File: config.mk
export PLATFORM = sky130hd
export DESIGN_NAME = irq_scheduler
export DESIGN_NICKNAME = d
export VERILOG_FILES = /design/src/rtl/irq_scheduler.sv
export SDC_FILE = /design/constraint.sdc
export NUM_CORES = 1
export LEC_CHECK = 0
export ABC_AREA = 1
export CORE_ASPECT_RATIO = 0.75
export CORE_MARGIN = 3
export CORE_UTILIZATION = 25
export CTS_CLUSTER_SIZE = 8
export DETAILED_ROUTE_END_ITERATION = 10
export PLACE_DENSITY = 0.61
export SLEW_MARGIN = 20
export SYNTH_ARGS = -nofsm -noshare
export SYNTH_HDL_FRONTEND = slang
export SYNTH_SLANG_ARGS = --single-unit
File: constraint.sdc
create_clock -name clk -period 1.5 [get_ports clk]
set_clock_uncertainty 0.05 [all_clocks]
set_input_delay 0.15 -clock clk [delete_from_list [all_inputs] [get_ports clk]]
set_output_delay 0.15 -clock clk [all_outputs]
set_load 0.01 [all_outputs]
File: src/rtl/irq_scheduler.sv
// -----------------------------------------------------------------------------
// irq_scheduler
//
// Shares the CPU's single interrupt pin among N_SRC requesters. A rising edge
// on src_req[i] latches pending[i]. Unmasked pending requests are arbitrated
// while idle. The winner gets a HOLD_CYCLES-long pulse on irq_out, and the
// block then waits for software to write EOI before it arbitrates again.
//
// Optional build macro:
//   IRQ_SCHED_ROUND_ROBIN_EN - round-robin arbitration starting after the last
//                              grant. Default build: fixed priority, where the
//                              lowest index wins.
//
// MMIO map (byte offset, only bus_addr[3:2] decoded):
//   0x0 MASK    RW   [N_SRC-1:0], 1 = enabled
//   0x4 PENDING R/W1C
//   0x8 STATUS  RO   {in_service, 0..., irq_id}
//   0xC EOI     WO   any write ends service; reads 0
//
// Ports:
//   clk        system clock, rising edge
//   reset      synchronous, active-high, clears all state
//   src_req    level request lines, rising edge = new event
//   bus_we     register write strobe
//   bus_addr   byte offset
//   bus_wdata  write data
//   bus_rdata  combinational read data
//   irq_out    interrupt to CPU
//   irq_id     index of the source in service
//   in_service high from grant until EOI
// -----------------------------------------------------------------------------
module irq_scheduler #(
  parameter int N_SRC       = 6,
  parameter int ID_W        = 3,
  parameter int HOLD_CYCLES = 6
) (
  input  logic             clk,
  input  logic             reset,
  input  logic [N_SRC-1:0] src_req,
  input  logic             bus_we,
  input  logic [3:0]       bus_addr,
  input  logic [31:0]      bus_wdata,
  output logic [31:0]      bus_rdata,
  output logic             irq_out,
  output logic [ID_W-1:0]  irq_id,
  output logic             in_service
);

  localparam int CNT_W = (HOLD_CYCLES > 1) ? $clog2(HOLD_CYCLES) : 1;

  typedef enum logic [1:0] {
    ST_IDLE     = 2'd0,
    ST_ASSERT   = 2'd1,
    ST_WAIT_EOI = 2'd2
  } state_t;

  state_t           r_state, w_state_nxt;
  logic [CNT_W-1:0] r_cnt, w_cnt_nxt;
  logic [ID_W-1:0]  r_irq_id, w_id_nxt;
  logic             r_in_service, w_insvc_nxt;
  logic             r_irq_out, w_irq_nxt;
  logic [N_SRC-1:0] r_mask, r_pending, r_prev_req;

  logic             w_wr_mask, w_wr_pend, w_wr_eoi;
  logic [N_SRC-1:0] w_set, w_w1c, w_eoi_clr, w_req;
  logic [ID_W-1:0]  w_win_id;
  logic             w_grant;

  // Address decode is on bits [3:2]; the byte lanes and upper data bits are unused.
  logic w_unused_ok;
  assign w_unused_ok = ^{bus_addr[1:0], bus_wdata[31:N_SRC]};

  assign w_wr_mask = bus_we && (bus_addr[3:2] == 2'd0);
  assign w_wr_pend = bus_we && (bus_addr[3:2] == 2'd1);
  assign w_wr_eoi  = bus_we && (bus_addr[3:2] == 2'd3);

  assign w_set     = src_req & ~r_prev_req;
  assign w_w1c     = w_wr_pend ? bus_wdata[N_SRC-1:0] : '0;
  // EOI only counts in WAIT_EOI; an early EOI during the pulse is dropped.
  assign w_eoi_clr = (w_wr_eoi && (r_state == ST_WAIT_EOI)) ? (N_SRC'(1) << r_irq_id) : '0;
  assign w_req     = r_pending & r_mask;

`ifdef IRQ_SCHED_ROUND_ROBIN_EN
  logic [ID_W-1:0] r_last_grant;

  // Search begins one past the previous winner and wraps modulo N_SRC.
  always_comb begin
    logic             found;
    logic [N_SRC-1:0] rot;
    int               idx;
    found    = 1'b0;
    w_win_id = '0;
    for (int k = 0; k < N_SRC; k++) begin
      idx = (int'(r_last_grant) + 1 + k) % N_SRC;
      rot = w_req >> idx;
      if (!found && rot[0]) begin
        found    = 1'b1;
        w_win_id = ID_W'(idx);
      end
    end
  end

  always_ff @(posedge clk) begin
    if (reset) begin
      r_last_grant <= ID_W'(N_SRC - 1);
    end else if (w_grant) begin
      r_last_grant <= w_win_id;
    end
  end
`else
  // Scan from the top so that the lowest set index is the last one written.
  always_comb begin
    logic [N_SRC-1:0] rot;
    w_win_id = '0;
    for (int i = N_SRC - 1; i >= 0; i--) begin
      rot = w_req >> i;
      if (rot[0]) w_win_id = ID_W'(i);
    end
  end
`endif

  // NOTE: every signal driven here gets a default first, so no path can infer a latch.
  always_comb begin
    w_state_nxt = r_state;
    w_cnt_nxt   = r_cnt;
    w_id_nxt    = r_irq_id;
    w_insvc_nxt = r_in_service;
    w_irq_nxt   = 1'b0;
    w_grant     = 1'b0;
    case (r_state)
      ST_IDLE: begin
        if (|w_req) begin
          w_grant     = 1'b1;
          w_state_nxt = ST_ASSERT;
          w_cnt_nxt   = CNT_W'(HOLD_CYCLES - 1);
          w_id_nxt    = w_win_id;
          w_insvc_nxt = 1'b1;
          w_irq_nxt   = 1'b1;
        end
      end
      ST_ASSERT: begin
        // The count starts at HOLD_CYCLES-1, so the pulse lasts HOLD_CYCLES cycles.
        if (r_cnt == '0) begin
          w_state_nxt = ST_WAIT_EOI;
        end else begin
          w_cnt_nxt = r_cnt - 1'b1;
          w_irq_nxt = 1'b1;
        end
      end
      ST_WAIT_EOI: begin
        if (w_wr_eoi) begin
          w_state_nxt = ST_IDLE;
          w_insvc_nxt = 1'b0;
        end
      end
      default: w_state_nxt = ST_IDLE;
    endcase
  end

  // NOTE: state uses non-blocking assignments so every register samples pre-edge values.
  always_ff @(posedge clk) begin
    if (reset) begin
      r_state      <= ST_IDLE;
      r_cnt        <= '0;
      r_irq_id     <= '0;
      r_in_service <= 1'b0;
      r_irq_out    <= 1'b0;
      r_mask       <= '0;
      r_pending    <= '0;
      r_prev_req   <= '0;
    end else begin
      r_state      <= w_state_nxt;
      r_cnt        <= w_cnt_nxt;
      r_irq_id     <= w_id_nxt;
      r_in_service <= w_insvc_nxt;
      r_irq_out    <= w_irq_nxt;
      r_prev_req   <= src_req;
      if (w_wr_mask) r_mask <= bus_wdata[N_SRC-1:0];
      // The OR with w_set comes last, so a new edge beats a same-cycle clear.
      r_pending    <= (r_pending & ~(w_w1c | w_eoi_clr)) | w_set;
    end
  end

  always_comb begin
    bus_rdata = '0;
    case (bus_addr[3:2])
      2'd0: bus_rdata[N_SRC-1:0] = r_mask;
      2'd1: bus_rdata[N_SRC-1:0] = r_pending;
      2'd2: begin
        bus_rdata[31]     = r_in_service;
        bus_rdata[ID_W-1:0] = r_irq_id;
      end
      default: bus_rdata = '0;
    endcase
  end

  assign irq_out    = r_irq_out;
  assign irq_id     = r_irq_id;
  assign in_service = r_in_service;

endmodule

* Word-level counts from Yosys, hierarchy flattened
Index checks and enable logic that the tools add are counted.
** Operators by class
- Add/subtract/negate cells :: 1
- Equal/unequal tests :: 9
- Shifts and indexed selects :: 1
- Muxes and demuxes :: 24
- Bitwise logic cells :: 7
- Reductions and logical operators :: 14
** Operators with widths (number)
- 3-bit two-way mux :: 8
- 6-bit AND :: 3
- 6-bit two-way mux :: 2
- 6-bit NOT :: 2
- 6-bit bitwise OR :: 2
- 3-bit one-hot mux with 2 select lines :: 2
- 3-bit one-hot mux with 3 select lines :: 1
- 3-bit AND reduction :: 3
- 2-bit inequality test (second input constant) :: 4
- 2-bit equality test (second input constant) :: 3
- 2-bit two-way mux :: 3
- 2-bit one-hot mux with 3 select lines :: 1
- 6-bit OR reduction :: 1
- 1-bit by 3-bit << shifter with 6-bit output (first input constant) :: 1
- 1-bit two-way mux :: 5
- 2-bit by 1-bit equality test with 1-bit output (second input constant) :: 2
- 1-bit logical AND :: 4
- 2-bit logical NOT :: 2
- 1-bit one-hot mux with 2 select lines :: 2
- 2-bit nonzero test :: 2
- 3-bit logical NOT :: 1
- 3-bit by 1-bit subtractor with 3-bit output (second input constant) :: 1
- 2-bit AND reduction :: 1
** Storage, ports and cells
- Register bits after elaboration :: 28
- Word-level logic and storage cells :: 64

* Depth between registers and ports, before layout
Gate-level depths: netlist of run 1.
- Word-level depth :: 8
- Depth in mapped cells :: 8
- Gate-level depth less buffers :: 8

* Least setup slack after synthesis of run 1
Ideal clock, no wire load.
- Path type :: register to register
- Start point :: register r_cnt[0]
- End point :: register r_cnt[1]
- Library setup time :: 0.132 ns
- Arrival time :: 1.088 ns
- Data required time :: 1.318 ns
- Setup slack :: 0.230 ns
- Stages on the path, launching flop included :: 8
- Path buffers :: 0
- Path through :: dfxtp_1 inv_1 ha_1 ha_1 a21oi_1 nand2_2 nand2_1 a21oi_1
** Between the ends
- Cells in the longest elaborated chain, start to end :: 3
** Ends and longest elaborated chain
- start, declared :: line 58 : logic [CNT_W-1:0] r_cnt, w_cnt_nxt;
- start signal, assigned :: line 173 : r_cnt <= w_cnt_nxt;
- 3-bit by 1-bit subtractor with 3-bit output or 3-bit logical NOT (tied branches) :: line 146, 143
- 3-bit two-way mux or 2-bit inequality test (tied branches)
- 3-bit one-hot mux with 2 select lines or 3-bit AND reduction (tied branches)
Parallel ways exist; a longest one is shown, timed or not. The select of a mux whose other input is x is not followed.
A chain may end at the register's enable or synchronous reset.

* Worst setup path in the final report of run 1
- Start point :: input port bus_addr[2]
- End point :: output port bus_rdata[1]
** Between the ends
- Cells in the longest elaborated chain, start to end :: 2
** Ends and longest elaborated chain
- start, declared :: line 41 : input logic [3:0] bus_addr,
- 2-bit equality test (tied with other cells) :: line 186 : case (bus_addr[3:2])
- 3-bit one-hot mux with 3 select lines (*) :: line 186
- end, declared :: line 43 : output logic [31:0] bus_rdata,
Mark *: on every way between the ends. The rest lies on a longest branch, timed or not.

==> out/metrics.cfg, run 1 <==
[final_layout]
final_cell_mix=40 x nand2_1, 28 x dfxtp_1, 25 x conb_1
nets=295
fin_util_pct=34.74
syn_to_final_growth_pct=29.56
layout-drive-gt1-share_pct=14.98
mostFrequentLayoutCell=nand2_1
diodes=0

[yosys]
synth_top_family_by_area=simple AND/OR/NAND/NOR gates
yosys_warnings=0
synth_xor_area_share_pct=0
synth_top_area_share_pct=37.84
ys_ff_latch=28
synthAdderAreaFrac_pct=1.689
async_flop_share_pct=0
synthSimpleGateAreaFrac_pct=28.29
synth_area_leaders=dfxtp_1 38%, buf_4 13%, nand2_1 10%, inv_1 6.3%, nor2_1 5.8%
netlist_area_sq_um=1481
synthMuxAreaShare_pct=0
yosysSeqAreaShare_pct=37.84
synth_ff_type=dfxtp_1
yosysTopAreaCell=dfxtp_1
syn-instance-count=204
ys_types=26
syn_avg_cell_area_sq_um=7.262
synth_compound_area_share_pct=11.57
synth-edff-count=0

[floorplan]
die_h_um=72.67
die_area_sq_um=6895
die_w_um=94.89
rows=23
pin_count=82
initial_core_util_pct=26.81
core_sq_um=5525

[critical_path]
cp_slowest_cell=dlygate4sd2_1
worst_r2r_path_depth=7
path_class=input pin to primary output
worstPathMaxFanout=5
crit_family=buffers and inverters
crit_path_frequent_cell=buf_4
crit_arrival_ns=1.18
startpoint_type=input pin
cp_num_buf_inv=4
crit_chain=dlygate4sd2_1, buf_4, nor2_4, buf_4, nand2_1, o211ai_1, buf_2
crit_required_ns=1.30
cp.depth=7
critPathLaunch=bus_addr[2]
timing.rr.start=r_cnt[0]$_SDFFE_PP0P_
slowest_delay_ns=0.27
end_kind=primary output

[pwr]
peakVddDrop_uv=475.7
powerDensity_nw_per_um2=1070
power.leakage_nw=0.8990
power_mw=2.054

[flow_run]
drv_cap=0

[drt]
drt-total-wl_um=3637
wl_per_cell_um=11.30
drc=0
num_vias=1333
drt_pass1_iterations=4
viasPerCell=4.140
final_antenna_net_count=0
drt-initial-drc-count=73

[sta]
period_share_pct=91.86
worst_slack_ns=0.1221
hold_violations=0
hold_ws_ns=0.3629
max_freq_mhz=725.7
rsz0062_at_grt=false
maxSlewViolCount=0
fin_crit_ns=1.378
setup_viol=0

[min_path]
hold_class=input pin to flip-flop
min_from=src_req[4]
hold_depth=3

[global_route]
antenna_found_initial=0
grt_pass1_vias=1156
gr-total-overflow=0
grt_max_degree=18
grt_usage_pct=10.77
grt_pass1_wl_um=5706

[clock_tree]
numCtsBuffers=3
clk_pin_slew_worst_paths_ns=0.09
cts_tree=built
hold_buffers=0
clock_sinks=28
cts_root_buf=clkbuf_8
cts_htree_levels=1
clk_latency_ns=0.28
clockBufferDepth=2

[outcome]
status=finished, final reports clean

[placement]
preCtsSetupSlack_ns=-0.4861
port-buffer-count=28
dp_hpwl_um=2918
place_congestion=0.8805

[stage by stage]
step                area (sq um)  setup TNS (ns)  std cells
CTS                         1911               0        322
detailed placement          1839          -3.890        316
global route                1919               0        322
floorplan                   1572               0        228
finish                      1919               0        322
global placement            1839          -3.768        316
[worst paths after layout]
check | end | slack, ns
worst min-delay path | r_prev_req[4]$_SDFF_PP0_ | 0.36
worst min register to register | r_pending[0]$_SDFF_PP0_ | 0.37
worst max register to register | r_cnt[1]$_SDFFE_PP0P_ | 0.15
worst max-delay path | bus_rdata[1] | 0.12
[synthesized netlist by cell type (2+ instances only)]
library cell   n
nor3_1         2
o21ai_0        6
ha_1           2
nand3_2        2
nand2_2        2
o211ai_1       3
a22o_1         3
nand2_1       40
dfxtp_1       28
o31ai_1        3
nand3_1       11
buf_4         26
nor2_1        23
nor2_2         2
o22ai_1        2
a21oi_1        8
nand4_1        7
nor2_4         2
inv_1         25
[registers in the layout, summed over array words and instances (netlist names)]
signal      flops
r_mask          6
r_pending       6
r_prev_req      6
irq_id          3
r_cnt           3
r_state         2
in_service      1
irq_out         1
[final cells by class]
class	instances	area, sq um
clock inverters	1	30.03
repair buffers	43	377.9
fillers	615	3606
clock buffers	3	41.29
well taps	75	93.84
multi-input cells	146	718.2
inverters	26	97.59
flip-flops and latches	28	560.5
[timing repair]
| item | in CTS | in global routing |
|---|---|---|
| buffers inserted | 2 | 0 |
| resized for setup | 25 | 3 |
| setup endpoints to repair | 8 | 3 |
| hold endpoints to repair | 0 | 0 |
| pin swaps | 3 | 0 |
| cloned | 0 | 0 |
[tightest hold or removal path, delay by kind of cell]
kind          cells  cell delay (ns)
simple gates      1             0.04
buf+inv           2             0.46
[layer usage]
metal,track usage [%],vias up,wire length (um)
li1,-,690,-
met3,3.814,2,246
met4,1.440,0,10
met2,14.84,37,1530
met1,16.30,604,1850
met5,0,-,0
[logic make-up (layout without fill, tap and decap cells)]
logic type	Yosys count	count (layout)
compound gates	27	27
fa+ha+maj	2	2
buf+inv	54	73
flops	28	28
other cells	1	25
simple gates	92	92
[power by group]
part	internal [mW]	leakage, nW	total [mW]	switching [mW]
Clock	0.358	0.0357	0.600	0.242
Combinational	0.227	0.632	0.548	0.321
Sequential	0.836	0.231	0.906	0.0700
Total	1.42	0.899	2.05	0.633
Power figures use the tool's default switching activity.
==> run 2, diff against run 1 <==
--- a/config.mk
+++ b/config.mk
@@ -6,10 +6,11 @@
 export NUM_CORES = 1
 export LEC_CHECK = 0
 export ABC_AREA = 1
+export ABC_CLOCK_PERIOD_IN_PS = 1500
 export CORE_ASPECT_RATIO = 0.75
 export CORE_MARGIN = 3
 export CORE_UTILIZATION = 25
-export CTS_CLUSTER_SIZE = 8
+export CTS_CLUSTER_SIZE = 28
 export DETAILED_ROUTE_END_ITERATION = 10
 export PLACE_DENSITY = 0.61
 export SLEW_MARGIN = 20
==> results of run 2 <==
Same layout as run 1: the final DEF is identical, and so are final timing and power.
